<file path="src/rtl/serial_frame_tx_if.sv">
// Bus between a frame source and serial_frame_tx: bit strobe, request and payload in,
// serial line and frame status out.
interface serial_frame_tx_if #(
    parameter int LEN_W  = 4,
    parameter int DATA_W = 16,
    parameter int PORT_W = 2
);
    logic              bit_en;
    logic              start;
    logic [PORT_W-1:0] port_num;
    logic [LEN_W-1:0]  len;
    logic [DATA_W-1:0] data;
    logic              ser_out;
    logic              busy;
    logic              ser_valid;
    logic              done;

    modport master (
        output bit_en, start, port_num, len, data,
        input  ser_out, busy, ser_valid, done
    );

    modport slave (
        input  bit_en, start, port_num, len, data,
        output ser_out, busy, ser_valid, done
    );
endinterface

</file>
<file path="src/rtl/serial_frame_tx.sv">
// Serializes {start 0, port MSB-first, len MSB-first, payload LSB-first, stop 1}, one bit per bit_en.
// Optional even-parity bit before stop when SERIAL_FRAME_TX_PARITY_EN is defined.
module serial_frame_tx #(
    parameter int LEN_W  = 4,
    parameter int DATA_W = 16,
    parameter int PORT_W = 2
) (
    input  logic             clk,
    input  logic             rst,
    serial_frame_tx_if.slave bus
);
    localparam int CNT_W = (LEN_W > PORT_W) ? LEN_W : PORT_W;

`ifdef SERIAL_FRAME_TX_PARITY_EN
    typedef enum logic [2:0] {S_IDLE, S_START, S_PORT, S_LEN, S_DATA, S_PARITY, S_STOP} state_t;
`else
    typedef enum logic [2:0] {S_IDLE, S_START, S_PORT, S_LEN, S_DATA, S_STOP} state_t;
`endif

    state_t            state_q, state_d;
    logic [CNT_W-1:0]  cnt_q, cnt_d;
    logic [PORT_W-1:0] port_sh_q, port_sh_d;
    logic [LEN_W-1:0]  len_sh_q, len_sh_d;
    logic [LEN_W-1:0]  len_q, len_d;
    logic [DATA_W-1:0] data_sh_q, data_sh_d;
    logic              ser_out_q, ser_out_d;
    logic              busy_q, busy_d;
    logic              valid_q, valid_d;
    logic              done_q, done_d;

`ifdef SERIAL_FRAME_TX_PARITY_EN
    logic par_q, par_d;

    // Even parity over the low n payload bits only; bits above len-1 never go out.
    function automatic logic payload_parity(input logic [DATA_W-1:0] d, input logic [LEN_W-1:0] n);
        logic p;
        p = 1'b0;
        for (int i = 0; i < DATA_W; i++)
            if (i < int'(n)) p ^= d[i];
        return p;
    endfunction
`endif

    always_comb begin
        // NOTE: every next-value signal is defaulted first so no latch can be inferred.
        state_d   = state_q;
        cnt_d     = cnt_q;
        port_sh_d = port_sh_q;
        len_sh_d  = len_sh_q;
        len_d     = len_q;
        data_sh_d = data_sh_q;
        ser_out_d = ser_out_q;
        busy_d    = busy_q;
        valid_d   = valid_q;
        done_d    = 1'b0;
`ifdef SERIAL_FRAME_TX_PARITY_EN
        par_d     = par_q;
`endif
        case (state_q)
            S_IDLE: begin
                ser_out_d = 1'b1;
                // A request during the done pulse is dropped; it is taken from the next cycle.
                if (bus.start && !done_q) begin
                    port_sh_d = bus.port_num;
                    len_sh_d  = bus.len;
                    len_d     = bus.len;
                    data_sh_d = bus.data;
                    busy_d    = 1'b1;
                    ser_out_d = 1'b0;
                    state_d   = S_START;
`ifdef SERIAL_FRAME_TX_PARITY_EN
                    par_d     = payload_parity(bus.data, bus.len);
`endif
                end
            end
            S_START: if (bus.bit_en) begin
                ser_out_d = port_sh_q[PORT_W-1];
                port_sh_d = port_sh_q << 1;
                cnt_d     = CNT_W'(PORT_W - 1);
                state_d   = S_PORT;
            end
            S_PORT: if (bus.bit_en) begin
                if (cnt_q == '0) begin
                    ser_out_d = len_sh_q[LEN_W-1];
                    len_sh_d  = len_sh_q << 1;
                    cnt_d     = CNT_W'(LEN_W - 1);
                    state_d   = S_LEN;
                end else begin
                    ser_out_d = port_sh_q[PORT_W-1];
                    port_sh_d = port_sh_q << 1;
                    cnt_d     = cnt_q - CNT_W'(1);
                end
            end
            S_LEN: if (bus.bit_en) begin
                if (cnt_q != '0) begin
                    ser_out_d = len_sh_q[LEN_W-1];
                    len_sh_d  = len_sh_q << 1;
                    cnt_d     = cnt_q - CNT_W'(1);
                end else if (len_q == '0) begin
`ifdef SERIAL_FRAME_TX_PARITY_EN
                    ser_out_d = par_q;
                    state_d   = S_PARITY;
`else
                    ser_out_d = 1'b1;
                    state_d   = S_STOP;
`endif
                end else begin
                    ser_out_d = data_sh_q[0];
                    data_sh_d = data_sh_q >> 1;
                    valid_d   = 1'b1;
                    cnt_d     = CNT_W'(len_q - LEN_W'(1));
                    state_d   = S_DATA;
                end
            end
            S_DATA: if (bus.bit_en) begin
                if (cnt_q == '0) begin
                    valid_d   = 1'b0;
`ifdef SERIAL_FRAME_TX_PARITY_EN
                    ser_out_d = par_q;
                    state_d   = S_PARITY;
`else
                    ser_out_d = 1'b1;
                    state_d   = S_STOP;
`endif
                end else begin
                    ser_out_d = data_sh_q[0];
                    data_sh_d = data_sh_q >> 1;
                    cnt_d     = cnt_q - CNT_W'(1);
                end
            end
`ifdef SERIAL_FRAME_TX_PARITY_EN
            S_PARITY: if (bus.bit_en) begin
                ser_out_d = 1'b1;
                state_d   = S_STOP;
            end
`endif
            S_STOP: if (bus.bit_en) begin
                done_d  = 1'b1;
                busy_d  = 1'b0;
                state_d = S_IDLE;
            end
            default: begin
                ser_out_d = 1'b1;
                busy_d    = 1'b0;
                valid_d   = 1'b0;
                state_d   = S_IDLE;
            end
        endcase
    end

    // NOTE: registered state is updated with non-blocking assignments only.
    always_ff @(posedge clk or posedge rst) begin
        if (rst) begin
            state_q   <= S_IDLE;
            cnt_q     <= '0;
            port_sh_q <= '0;
            len_sh_q  <= '0;
            len_q     <= '0;
            data_sh_q <= '0;
            ser_out_q <= 1'b1;
            busy_q    <= 1'b0;
            valid_q   <= 1'b0;
            done_q    <= 1'b0;
`ifdef SERIAL_FRAME_TX_PARITY_EN
            par_q     <= 1'b0;
`endif
        end else begin
            state_q   <= state_d;
            cnt_q     <= cnt_d;
            port_sh_q <= port_sh_d;
            len_sh_q  <= len_sh_d;
            len_q     <= len_d;
            data_sh_q <= data_sh_d;
            ser_out_q <= ser_out_d;
            busy_q    <= busy_d;
            valid_q   <= valid_d;
            done_q    <= done_d;
`ifdef SERIAL_FRAME_TX_PARITY_EN
            par_q     <= par_d;
`endif
        end
    end

    assign bus.ser_out   = ser_out_q;
    assign bus.busy      = busy_q;
    assign bus.ser_valid = valid_q;
    assign bus.done      = done_q;
endmodule

</file>
<file path="src/flat_wrapper.sv">
// flat-port wrapper written by rule: the top's interface ports become plain ports
module serial_frame_tx_flat 
#(
    parameter int LEN_W  = 4,
    parameter int DATA_W = 16,
    parameter int PORT_W = 2
)
  (clk, rst, bus_bit_en, bus_start, bus_port_num, bus_len, bus_data, bus_ser_out, bus_busy, bus_ser_valid, bus_done);
  serial_frame_tx_if #(.LEN_W(LEN_W), .DATA_W(DATA_W), .PORT_W(PORT_W)) bus_i ();
  input  logic clk;
  input  logic rst;
  input wire logic [$bits(bus_i.bit_en)-1:0] bus_bit_en;
  input wire logic [$bits(bus_i.start)-1:0] bus_start;
  input wire logic [$bits(bus_i.port_num)-1:0] bus_port_num;
  input wire logic [$bits(bus_i.len)-1:0] bus_len;
  input wire logic [$bits(bus_i.data)-1:0] bus_data;
  output wire logic [$bits(bus_i.ser_out)-1:0] bus_ser_out;
  output wire logic [$bits(bus_i.busy)-1:0] bus_busy;
  output wire logic [$bits(bus_i.ser_valid)-1:0] bus_ser_valid;
  output wire logic [$bits(bus_i.done)-1:0] bus_done;
  assign bus_i.bit_en = bus_bit_en;
  assign bus_i.start = bus_start;
  assign bus_i.port_num = bus_port_num;
  assign bus_i.len = bus_len;
  assign bus_i.data = bus_data;
  assign bus_ser_out = bus_i.ser_out;
  assign bus_busy = bus_i.busy;
  assign bus_ser_valid = bus_i.ser_valid;
  assign bus_done = bus_i.done;
  serial_frame_tx #(.LEN_W(LEN_W), .DATA_W(DATA_W), .PORT_W(PORT_W)) u_core (.clk(clk), .rst(rst), .bus(bus_i));
endmodule
</file>
<file path="config.mk">
export PLATFORM = sky130hd
export DESIGN_NAME = serial_frame_tx_flat
export DESIGN_NICKNAME = d
export VERILOG_FILES = /design/src/rtl/serial_frame_tx_if.sv /design/src/rtl/serial_frame_tx.sv /design/src/flat_wrapper.sv
export SDC_FILE = /design/constraint.sdc
export NUM_CORES = 1
export LEC_CHECK = 0
export CORE_MARGIN = 2
export CORE_UTILIZATION = 50
export CTS_CLUSTER_SIZE = 40
export DETAILED_ROUTE_END_ITERATION = 6
export GPL_ROUTABILITY_DRIVEN = 0
export PLACE_DENSITY = 0.76
export SYNTH_ARGS = -nofsm -noshare
export SYNTH_HDL_FRONTEND = slang
export SYNTH_SLANG_ARGS = --single-unit
</file>
<file path="constraint.sdc">
create_clock -name clk -period 2.11 [get_ports clk]
set_input_delay 0.5275 -clock clk [delete_from_list [all_inputs] [get_ports clk]]
set_output_delay 0.5275 -clock clk [all_outputs]
set_load 0.05 [all_outputs]
</file>
Word level (Yosys, flattened, before mapping) --
Index checks and enable logic that the tools add are counted.
Word-level totals: bits of input ports 26, output and inout port bits 4, flip-flop bits (word level) 37, word-level logic and storage cells 114
Operators by class: eq/ne operators 19, multiplexer cells 59, reduce and logical (&&, ||, !) cells 21, bitwise gates (word level) 3, add/sub/neg operators 2
Operators by type and width (number):
- $mux 16 | 6
- $mux 4 | 13
- $pmux 16 s3 | 1
- $mux 3 | 9
- $mux 1 | 19
- $ne 2x2->1 const B | 9
- $pmux 3 s6 | 1
- $pmux 4 s4 | 1
- $reduce_and 7->1 | 2
- $pmux 4 s3 | 1
- $reduce_and 6->1 | 2
- $reduce_and 5->1 | 2
- $reduce_and 9->1 | 1
- $reduce_bool 3->1 | 3
- $logic_not 4->1 | 2
- $mux 2 | 4
- $ne 2x1->1 const B | 4
- $reduce_bool 4->1 | 2
- $reduce_or 4->1 | 2
- $sub 4x1->4 const B | 2
- $eq 3x2->1 const B | 2
- $eq 3x3->1 const B | 2
- $pmux 1 s3 | 2
- $pmux 1 s6 | 1
- other kinds (9) | 11

Logic depth before layout (Yosys ltp) --
depth in word-level cells 5, depth in mapped cells 8, gate-level depth less buffers 6

Worst setup path before layout --
OpenSTA, ideal clock, no wires.
path kind register -> register, start register u_core.cnt_q[0], end register u_core.data_sh_q[0], clock period less this slack 2063 ps, data arrival time 1938 ps, path buffers 2, required time 1985 ps, library setup time 125 ps, cell stages (with the launch flop) 9, path slack 47 ps, path through dfrtp_1 -> inv_1 -> ha_1 -> or3b_1 -> buf_4 -> o22ai_2 -> nor4_4 -> buf_6 -> mux2_4
On the way: longest elaborated chain between the ends 3, elaborated cells between the ends (all ways) 5, classes of those cells eq/ne (2); reduce/logical (3)
RTL lines:
- start: declaration | line serial_frame_tx.sv:21 | logic [CNT_W-1:0] cnt_q, cnt_d;
- start signal: assignment | line serial_frame_tx.sv:169 | cnt_q <= cnt_d;
- $logic_not 4->1 / $reduce_bool 4->1 (equally long branches) | line serial_frame_tx.sv:116, serial_frame_tx.sv:95
- $ne 2x2->1 (no source line)
- $reduce_and 7->1 (no source line) *
- end signal: assignment | line serial_frame_tx.sv:173 | data_sh_q <= data_sh_d;
- end: declaration | line serial_frame_tx.sv:25 | logic [DATA_W-1:0] data_sh_q, data_sh_d;
Every way passes the cells marked *; elsewhere a longest branch is shown, timed or not. A chain may end at the register's enable or synchronous reset.

Final worst setup path --
start register u_core.cnt_q[0], end register u_core.data_sh_q[3]
Same word-level chain as after synthesis.

==> impl_metrics.toml <==
[routing]
met3_length_um = 190
wl_per_cell_um = 15.6
route.met2.wl_mm = 2.45
m1WireLength_mm = 2.17
viasPerCell = 5.68
drt_iter0_drc = 131
post-route-drc-count = 0
first_pass_iters = 4
top_layer = "met4"
finalWirelength_mm = 4.88
ant_nets = 0
vias = 1779

[clocking]
tritoncts = "yes"
clk_pin_slew_worst_paths_ps = 80
clk_latency_ps = 300
clock-sinks = 37
cts.path.max_buffers = 2
htreeDepth = 2
cts_buffers = 5
clockRootBuffer = "clkbuf_8"

[power_and_ir_drop]
ir_drop_mv = 0.890
power_density_mw_per_mm2 = 1690
p_leak_nw = 1.28

[die]
io_pins = 30
die_area_mm2 = 0.00511
num_rows = 24
core-area_mm2 = 0.00438
floorplan.initialDensity_pct = 51.9
die_y_um = 71.5
die_w_um = 71.5

[cells_and_area]
drive_above_1_share_pct = 37.2
nFillCells = 345
finalInstanceArea_mm2 = 0.00297
diodes = 0
final_nets = 289
instances_no_fill = 313
register_area_um2 = 928
syn2layout_area_growth_pct = 30.4
multi_input_area_mm2 = 0.00127

[timing]
min_period_ps = 2050
tightest_slew_ps = 491
max_freq_mhz = 489
slew_headroom_pct = 67.2
fin_skew_ps = 7.21
finalSetupViolCount = 0
period_share_pct = 97.0
hold_violations = 0
slew_viol_final = 0
whs_ps = 507

[run]
max-cap-violations = 0

[placement]
dpl.cell_count = 300
port-buffer-count = 29
place_area_mm2 = 0.00276
hpwl_mm = 3.53

[logic_synthesis]
netlist_instances = 210
synth_ff_type = "dfrtp_1"
netlist_area_mm2 = 0.00228
muxShareOfSynthArea_pct = 22.4
synth-compound-area-share_pct = 15.1
ys_types = 56
syn_avg_cell_area_um2 = 10.8
synth_top_family_by_area = "multiplexers"
ys_ff_latch = 37
synth_nets = 239
yosys.area_share.simple_pct = 13.6
synth_xor_area_share_pct = 1.54
synth_edf_count = 0
yosysWarnings = 0
async_flop_share_pct = 100
synth_fa_ha_area_share_pct = 1.65
ys_seq_area_share_pct = 40.7

[critical_path]
r2r_end = "u_core.data_sh_q[3]"
worstPathRequired_ps = 2290
crit_fanout = 8
worstSetupPathType = "reg2reg"
end_kind = "flip-flop"
reg2regPathDepth = 8
r2r_slack_ps = 60
reg2reg_from = "u_core.cnt_q[0]"
start_kind = "flip-flop"
arrival_ps = 2230

[global_routing]
grt_max_degree = 38
overflow = 0
grt_first_pass_wirelength_mm = 8.39
grt_pass1_vias = 1829
antenna_found_initial = 0
grt.total_usage_pct = 20.9

[min_path]
hold_path.class = "reg2reg"
hold_path_end = "u_core.bus.ser_valid"
hold_path_depth = 1
hold_start = "u_core.bus.ser_valid"

[status]
status = "complete, no violations"
==> synthesized netlist by cell type (2+ instances only) <==
master    number  area, um^2
inv_1         11        41.3
mux2_2        32         360
and3_1         2        12.5
nor2b_1        4        25.0
buf_4          3        22.5
a22o_1         3        26.3
mux2_4        10         150
o22ai_1        4        25.0
nand3_1        3        15.0
nor2_1         6        22.5
a21oi_1        6        30.0
a21o_1         4        30.0
o21ai_0        4        20.0
ha_1           3        37.5
nor3_1         3        15.0
buf_2          3        15.0
or3b_1         2        17.5
a31oi_1        3        18.8
nand2b_1       4        25.0
nand3b_1       2        15.0
o21bai_1       3        22.5
clkbuf_1       5        18.8
nor3b_1        2        15.0
nor4_1         2        12.5
a22oi_1        2        15.0
nand2_1       14        52.6
o211ai_1       4        30.0
dfrtp_1       36         901
xnor2_1        3        26.3
==> flip-flops by register name, summed over array words and instances, names as in the netlist <==
signal	flops
u_core.bus.done	1
u_core.bus.ser_out	1
u_core.port_sh_q	2
u_core.len_sh_q	4
u_core.cnt_q	4
u_core.state_q	3
u_core.bus.ser_valid	1
u_core.len_q	4
u_core.data_sh_q	16
u_core.bus.busy	1
==> cell type report <==
cell class | count | share of cell area, %
Inverter | 11 | 1.39
Timing Repair Buffer | 56 | 18.4
Clock buffer | 5 | 2.32
Tap cell | 52 | 2.19
Multi-Input combinational cell | 149 | 42.9
Sequential cell | 37 | 31.3
Clock inverter | 3 | 1.56
==> what timing repair did <==
action / 4_1_cts / 5_1_grt
endpoints found under the setup margin: 0 / 19
endpoints found under the hold margin: 0 / 0
resized for setup: 0 / 10
hold buffers: 0 / 0
buffers inserted: 0 / 4
==> placed cells by master (no fill, tap or decap), drive strengths merged, types with 2 or more instances in the layout <==
cell and count:
a21o 4, a21oi 7, a22o 3, a22oi 2, a31oi 3, and3 2, buf 27, clkbuf 6
clkdlybuf4s50 28, dfrtp 36, ha 3, inv 11, mux2 42, nand2 15, nand2b 4, nand3 3
nand3b 2, nor2 7, nor2b 4, nor3 3, nor3b 3, nor4 3, o211ai 4, o21ai 4
o21bai 3, o22ai 5, or3b 3, xnor2 3
==> worst max-delay path, cell delays in order (launching register included) <==
cell and delay, ps:
dfrtp_1 400, inv_2 80, ha_2 170, nor3b_4 290, a31oi_4 130, nor4_4 210, buf_4 180, clkbuf_16 160
mux2_4 300
==> metrics by stage <==
step / worst slack (ps) / TNS (ps) / power, mW / util, %
after floorplan: 47.2 / 0 / 3.38 / -
after global placement: -266 / -4110 / 4.08 / 63.0
after detailed placement: -249 / -3860 / 4.18 / 63.0
after CTS: 25.5 / 0 / 4.83 / 65.6
after global routing: -18.4 / -152 / 5.39 / 67.7
final: 63.6 / 0 / 5.02 / 67.7
==> metal layers <==
metal	track usage (%)	up-vias
li1	-	865
met1	26.9	860
met2	35.4	46
met3	4.36	8
met4	6.29	0
met5	0	-
==> how the worst max path moves through the flow <==
stage / start / endpoint / cells past startpoint
3_5_place_dp: bus_start / u_core.data_sh_q[11] / 6
2_1_floorplan: u_core.cnt_q[0] / u_core.data_sh_q[0] / 8
4_1_cts: u_core.cnt_q[0] / u_core.len_sh_q[1] / 7
6_report: u_core.cnt_q[0] / u_core.data_sh_q[3] / 8
5_1_grt: u_core.cnt_q[0] / u_core.data_sh_q[3] / 8
3_3_place_gp: bus_start / u_core.data_sh_q[11] / 6
==> power by group <==
part	internal, mW	switching [mW]
combinational	1.70	1.38
sequential	1.08	0.248
clock	0.354	0.276
==> cell families (layout without fill, tap and decap cells) <==
logic type,count (synthesis),after routing
simple gates,53,53
buf+inv,24,75
mux,42,42
xor+xnor,4,4
flops,37,37
fa+ha+maj,3,3
compound gates,47,47
(Power assumes the default switching activity.)
